`src/rtl/stim_gen_pkg.sv`:
```
// Shared types and LFSR step function for the stimulus generator.
// Latency: n/a (types, constants and a pure function only).
// Backpressure: n/a.
//
// Contents:
//   state_e    - generator FSM states
//   LFSR_POLY  - Galois feedback mask for x^32+x^22+x^2+x+1
//   lfsr_next  - one right-shifting Galois LFSR step
package stim_pkg;

   typedef enum logic [2:0] {
      IDLE    = 3'd0,
      SEND    = 3'd1,
      GAP     = 3'd2,
      DONE    = 3'd3,
      TIMEOUT = 3'd4
   } state_e;

   localparam logic [31:0] LFSR_POLY = 32'h8020_0003;

   // Right-shift Galois form: the bit shifted out of bit 0 is fed back
   // through the tap mask.
   function automatic logic [31:0] lfsr_next(input logic [31:0] s);
      lfsr_next = {1'b0, s[31:1]} ^ (s[0] ? LFSR_POLY : 32'h0000_0000);
   endfunction

endpackage

```
`src/rtl/stim_gen_lfsr32.sv`:
```
// 32-bit Galois LFSR register that holds its state and steps on request.
// Latency: q reflects one step on the clock edge after adv is high.
// Backpressure: none; the state holds whenever adv is low.
//
// Ports:
//   clk  - clock, rising edge
//   rst  - synchronous active-high reset; loads seed
//   seed - reset value, must be nonzero
//   adv  - step the LFSR by one position
//   q    - current LFSR state
module lfsr32
   import stim_pkg::*;
(
   input  logic        clk,
   input  logic        rst,
   input  logic [31:0] seed,
   input  logic        adv,
   output logic [31:0] q
);

   logic [31:0] lfsr_q;
   logic [31:0] lfsr_d;

   always_comb begin
      lfsr_d = lfsr_q;
      if (adv) begin
         lfsr_d = lfsr_next(lfsr_q);
      end
   end

   always_ff @(posedge clk) begin
      if (rst) begin
         lfsr_q <= seed;
      end else begin
         lfsr_q <= lfsr_d;
      end
   end

   assign q = lfsr_q;

endmodule

```
`src/rtl/stim_gen.sv`:
```
// Pseudo-random beat source with LFSR-driven idle gaps and a stall watchdog.
// Latency: out_valid rises the cycle after start is sampled; all outputs are registered.
// Backpressure: holds data/last while out_ready is low; TIMEOUT_CYC stalled cycles abort the run.
//
// Ports:
//   clk, rst      - clock and synchronous active-high reset
//   start         - begin a run (only honoured in IDLE)
//   out_valid/out_ready/out_data/out_last - output beat stream
//   busy          - run in progress (SEND or GAP)
//   done, timeout - sticky completion / watchdog flags, cleared by rst only
//   txn_cnt       - number of accepted beats
module stim_gen
   import stim_pkg::*;
#(
   parameter int          DATA_W      = 32,
   parameter int          NUM_TXNS    = 16,
   parameter logic [31:0] SEED        = 32'hACE1_2345,
   parameter logic [1:0]  GAP_MASK    = 2'b11,
   parameter int          TIMEOUT_CYC = 1000
) (
   input  logic                              clk,
   input  logic                              rst,
   input  logic                              start,
   output logic                              out_valid,
   input  logic                              out_ready,
   output logic [DATA_W-1:0]                 out_data,
   output logic                              out_last,
   output logic                              busy,
   output logic                              done,
   output logic                              timeout,
   output logic [$clog2(NUM_TXNS+1)-1:0]     txn_cnt
);

   localparam int CNT_W   = $clog2(NUM_TXNS + 1);
   localparam int STALL_W = $clog2(TIMEOUT_CYC + 1);

   localparam logic [CNT_W-1:0]   LAST_IDX   = CNT_W'(NUM_TXNS - 1);
   localparam logic [STALL_W-1:0] STALL_LAST = STALL_W'(TIMEOUT_CYC - 1);

   state_e state_q, state_d;

   logic [31:0]        lfsr_q;
   logic [31:0]        lfsr_nxt;
   logic [31:0]        lfsr_d;
   logic               hs;
   logic [1:0]         gap_len;
   logic               last_beat;
   logic               stall_hit;

   logic [CNT_W-1:0]   txn_cnt_q,   txn_cnt_d;
   logic [STALL_W-1:0] stall_cnt_q, stall_cnt_d;
   logic [1:0]         gap_cnt_q,   gap_cnt_d;

   logic               out_valid_q, out_valid_d;
   logic [DATA_W-1:0]  out_data_q,  out_data_d;
   logic               out_last_q,  out_last_d;
   logic               busy_q,      busy_d;
   logic               done_q,      done_d;
   logic               timeout_q,   timeout_d;

   // The LFSR steps only on an accepted beat, so the beat sequence is a
   // function of the seed alone, independent of backpressure timing.
   lfsr32 u_lfsr (
      .clk  (clk),
      .rst  (rst),
      .seed (SEED),
      .adv  (hs),
      .q    (lfsr_q)
   );

   // out_valid_q is high exactly in SEND, so it doubles as the state qualifier.
   assign hs        = out_valid_q && out_ready;
   assign lfsr_nxt  = lfsr_next(lfsr_q);
   assign lfsr_d    = hs ? lfsr_nxt : lfsr_q;
   assign gap_len   = lfsr_nxt[31:30] & GAP_MASK;
   assign last_beat = (txn_cnt_q == LAST_IDX);
   assign stall_hit = (stall_cnt_q == STALL_LAST);

   // ---------------------------------------------------------------
   // State register
   // ---------------------------------------------------------------
   always_ff @(posedge clk) begin
      if (rst) begin
         state_q <= IDLE;
      end else begin
         state_q <= state_d;
      end
   end

   // ---------------------------------------------------------------
   // Next-state logic
   // ---------------------------------------------------------------
   always_comb begin
      state_d = state_q;
      unique case (state_q)
         IDLE: begin
            if (start) begin
               state_d = SEND;
            end
         end
         SEND: begin
            // A handshake takes priority over the watchdog threshold.
            if (hs) begin
               if (last_beat) begin
                  state_d = DONE;
               end else if (gap_len != 2'd0) begin
                  state_d = GAP;
               end
            end else if (stall_hit) begin
               state_d = TIMEOUT;
            end
         end
         GAP: begin
            if (gap_cnt_q == 2'd1) begin
               state_d = SEND;
            end
         end
         DONE:    state_d = DONE;
         TIMEOUT: state_d = TIMEOUT;
         default: state_d = IDLE;
      endcase
   end

   // ---------------------------------------------------------------
   // Counters and registered-output next values
   // ---------------------------------------------------------------
   always_comb begin
      txn_cnt_d   = txn_cnt_q;
      stall_cnt_d = '0;
      gap_cnt_d   = gap_cnt_q;

      if (hs) begin
         txn_cnt_d = txn_cnt_q + CNT_W'(1);
      end

      // Counts consecutive un-accepted cycles in SEND; any other cycle clears it.
      if ((state_q == SEND) && !hs) begin
         stall_cnt_d = stall_cnt_q + STALL_W'(1);
      end

      if ((state_q == SEND) && hs) begin
         gap_cnt_d = gap_len;
      end else if (state_q == GAP) begin
         gap_cnt_d = gap_cnt_q - 2'd1;
      end

      // Outputs are computed from the next state so they line up with it.
      out_valid_d = (state_d == SEND);
      out_data_d  = out_valid_d ? lfsr_d[DATA_W-1:0] : '0;
      out_last_d  = out_valid_d && (txn_cnt_d == LAST_IDX);
      busy_d      = (state_d == SEND) || (state_d == GAP);
      done_d      = (state_d == DONE);
      timeout_d   = (state_d == TIMEOUT);
   end

   always_ff @(posedge clk) begin
      if (rst) begin
         txn_cnt_q   <= '0;
         stall_cnt_q <= '0;
         gap_cnt_q   <= '0;
         out_valid_q <= 1'b0;
         out_data_q  <= '0;
         out_last_q  <= 1'b0;
         busy_q      <= 1'b0;
         done_q      <= 1'b0;
         timeout_q   <= 1'b0;
      end else begin
         txn_cnt_q   <= txn_cnt_d;
         stall_cnt_q <= stall_cnt_d;
         gap_cnt_q   <= gap_cnt_d;
         out_valid_q <= out_valid_d;
         out_data_q  <= out_data_d;
         out_last_q  <= out_last_d;
         busy_q      <= busy_d;
         done_q      <= done_d;
         timeout_q   <= timeout_d;
      end
   end

   assign out_valid = out_valid_q;
   assign out_data  = out_data_q;
   assign out_last  = out_last_q;
   assign busy      = busy_q;
   assign done      = done_q;
   assign timeout   = timeout_q;
   assign txn_cnt   = txn_cnt_q;

endmodule

```
`config.mk`:
```
export PLATFORM = sky130hd
export DESIGN_NAME = stim_gen
export DESIGN_NICKNAME = d
export VERILOG_FILES = /design/src/rtl/stim_gen_pkg.sv /design/src/rtl/stim_gen_lfsr32.sv /design/src/rtl/stim_gen.sv
export SDC_FILE = /design/constraint.sdc
export NUM_CORES = 1
export LEC_CHECK = 0
export ABC_AREA = 1
export BUFFER_PORTS_ARGS = -buffer_cell sky130_fd_sc_hd__buf_2
export CORE_UTILIZATION = 60
export DETAILED_ROUTE_END_ITERATION = 10
export PLACE_DENSITY = 0.9
export SYNTH_ARGS = -nofsm -noshare
export SYNTH_HDL_FRONTEND = slang
export SYNTH_SLANG_ARGS = --single-unit
```
`constraint.sdc`:
```
create_clock -name clk -period 2.4 [get_ports clk]
set_input_delay 0.36 -clock clk [delete_from_list [all_inputs] [get_ports clk]]
set_output_delay 0.36 -clock clk [all_outputs]
set_load 0.03 [all_outputs]
```
==> run summary <==
# IOs - 46
minimum clock period after layout - 1.92 ns
initial core utilization - 64.3%
Worst-path clk slew - 0.09 ns
HPWL after detailed placement - 3650 µm
CTS tree - done
WP data arrival - 2.16 ns
DR vias - 2260
final core utilization - 74.3%
First-pass DRT Iterations - 4
final setup vio count - 0
Max Cap Violations - 0
total wire length - 5600 µm
CP max-delay cell - nand3_4
Top cell by count, worst path - nand2_1
core area - 4850 µm²
Worst path max stage delay - 0.40 ns
vias in the first global route - 2097
pwr dens - 862 nW/µm²
Cells after Synth - 338
Slew HR - 67.0%
port buffer count - 45
Num CTS Buffers - 9
Iter 0 DRT Violations - 101
Critical Path Start Type - flop
Final Hold Viols - 0
Worst-Margin Slew - 0.496 ns
status - complete, no violations
post-synthesis cell type count - 27
Final TNS setup - 0 ns
Layout area overhead - 15.6%
Buf+Inv Stages, Crit Path - 2
largest cells by area after synthesis - dfxtp_1 (57%), mux2i_1 (8.7%), nor2_1 (8.4%), nand2_1 (6.1%), nor2_2 (2.6%)
Detail Route Antenna Nets - 0
Clock power frac - 37.6%
DIE WIDTH - 74.1 µm
Async SR Flop Fraction - 0%
Max clock buf depth - 2
RSZ-0062 raised after global routing - false
Yosys top cell area share - 57.1%
Post-CTS Setup Inserts - 0
GRT Total Usage - 22.7%
pre-CTS setup slack - 0.495 ns
Nets - 393
final worst slack - 0.477 ns
Post-CTS Resized - 0
# DRC - 0
NetSw - 820 µW
Net Sw Frac - 26.4%
worst-path cell chain - ha_1 > nand2_1 > nor2_1 > ha_1 > inv_1 > nand2_1 > nand3_1 > nand2_1 > clkinv_1 > nand3_4 > nor2_1
Total Die Area - 5490 µm²
Period Utilization, post-route - 80.1%
WS Path Type - flop to flop
Final Wtd Congestion - 0.814
post-DR wirelength/cell - 12.3 µm
CP Capture Type - flop
crit-path max FO - 34
clk root buf - clkbuf_8
sequential element share of the synthesized area - 57.1%
power share of the combinational group - 11.3%
syn avg cell area - 9.23 µm²
fraction of layout cells with a size suffix above 1 - 22.3%
peak supply drop - 601 µV
clock insertion delay at the later pin of the skew report - 0.36 ns
DIE HEIGHT - 74.1 µm
global-route wire length before repair - 9180 µm
leak pwr - 0.00172 µW
CP top delay family - simple AND/OR/NAND/NOR gates
r2r setup slk - 0.48 ns
Slew Limit Fails - 0
row count - 25
antenna violations before repair - 0
sequential share of power - 51.2%
EDFF count, synth - 0
Yosys reg bits - 89
Post-Syn Area - 3120 µm²
gr ovfl total - 0
Commonest cells post-synth - dfxtp_1 (89), nor2_1 (70), nand2_1 (51)
Synth Warn # - 0
Synth Net Count - 346
top-count cell post-synth - dfxtp_1
Internal - 2290 µW
hold_buf cts - 0
Clock Sinks - 89
largest net degree at the start of global routing - 35
fmax - 520 MHz
# fillers - 345
final hold slack - 0.454 ns
worst path required time - 2.64 ns
ANT cells - 0
post-synth top area cell - dfxtp_1
Synth Flop Type - dfxtp_1
Setup Skew - 0.00719 ns
HP Class - flop to flop
Max H-tree Level - 3
vias per cell - 4.95
==> logic make-up after synthesis <==
logic type	count (synthesis)	synth area share [%]
flops	89	57.1
compound gates	23	3.69
buf+inv	35	5.33
xor+xnor	6	1.68
simple gates	154	21.9
mux	27	8.66
fa+ha+maj	4	1.60
==> final cells by class <==
class | count | area [µm²] | area share [%]
clock inverter | 6 | 96.3 | 2.67
sequential | 89 | 1780 | 49.4
multi-input combinational | 214 | 1170 | 32.5
clock buffer | 10 | 138 | 3.82
timing repair buffer | 48 | 248 | 6.87
tap | 67 | 83.8 | 2.33
inverter | 23 | 86.3 | 2.39
==> worst paths after layout <==
path	start	endpoint	cells past startpoint
worst min-delay path	stall_cnt_q[0]$_SDFF_PP0_	stall_cnt_q[0]$_SDFF_PP0_	1
worst max-delay path	txn_cnt[1]$_SDFF_PP0_	out_last$_SDFF_PP0_	11
worst max register to register	txn_cnt[1]$_SDFF_PP0_	out_last$_SDFF_PP0_	11
worst min register to register	stall_cnt_q[0]$_SDFF_PP0_	stall_cnt_q[0]$_SDFF_PP0_	1
==> flip-flops by register name, indices dropped and copies added, names as in the netlist <==
| name | flops |
|---|---|
| timeout | 1 |
| gap_cnt_q | 2 |
| u_lfsr.q | 32 |
| txn_cnt | 5 |
| out_last | 1 |
| out_valid | 1 |
| state_q | 3 |
| busy | 1 |
| stall_cnt_q | 10 |
| done | 1 |
| out_data | 32 |
==> power groups by stage <==
stage	clock network [µW]	registers (µW)	logic, µW
after floorplan	0	1710	181
after global placement	0	1620	337
after detailed placement	0	1620	349
after CTS	1180	1590	352
after global routing	1240	1600	384
final	1170	1590	350
==> per-layer routing <==
metal / wire [µm] / share of wire [%] / GRT usage (%) / vias up
met5: 0 / 0 / 0 / -
met3: 234 / 4.2 / 5.96 / 13
met4: 125 / 2.2 / 14.1 / 0
li1: - / - / - / 1155
met2: 2640 / 47 / 36.1 / 59
met1: 2610 / 47 / 27.5 / 1033
==> through the flow <==
step	power (µW)	instance area, µm²	cells
floorplan	1890	3120	338
global placement	1960	3370	441
detailed placement	1970	3370	441
CTS	3120	3600	457
global route	3220	3600	457
finish	3110	3600	457
==> cell usage in the layout (no fill, tap or decap), types with 6 or more instances in the layout <==
cell type	Yosys	routed
nand2_1	51	51
dfxtp_1	89	89
buf_2	4	45
nor2_2	13	13
mux2i_1	27	27
a21oi_1	8	8
xor2_1	6	6
o21ai_0	14	14
nor2_1	70	70
clkbuf_8	0	10
inv_1	20	20
(Power assumes the default switching activity.)
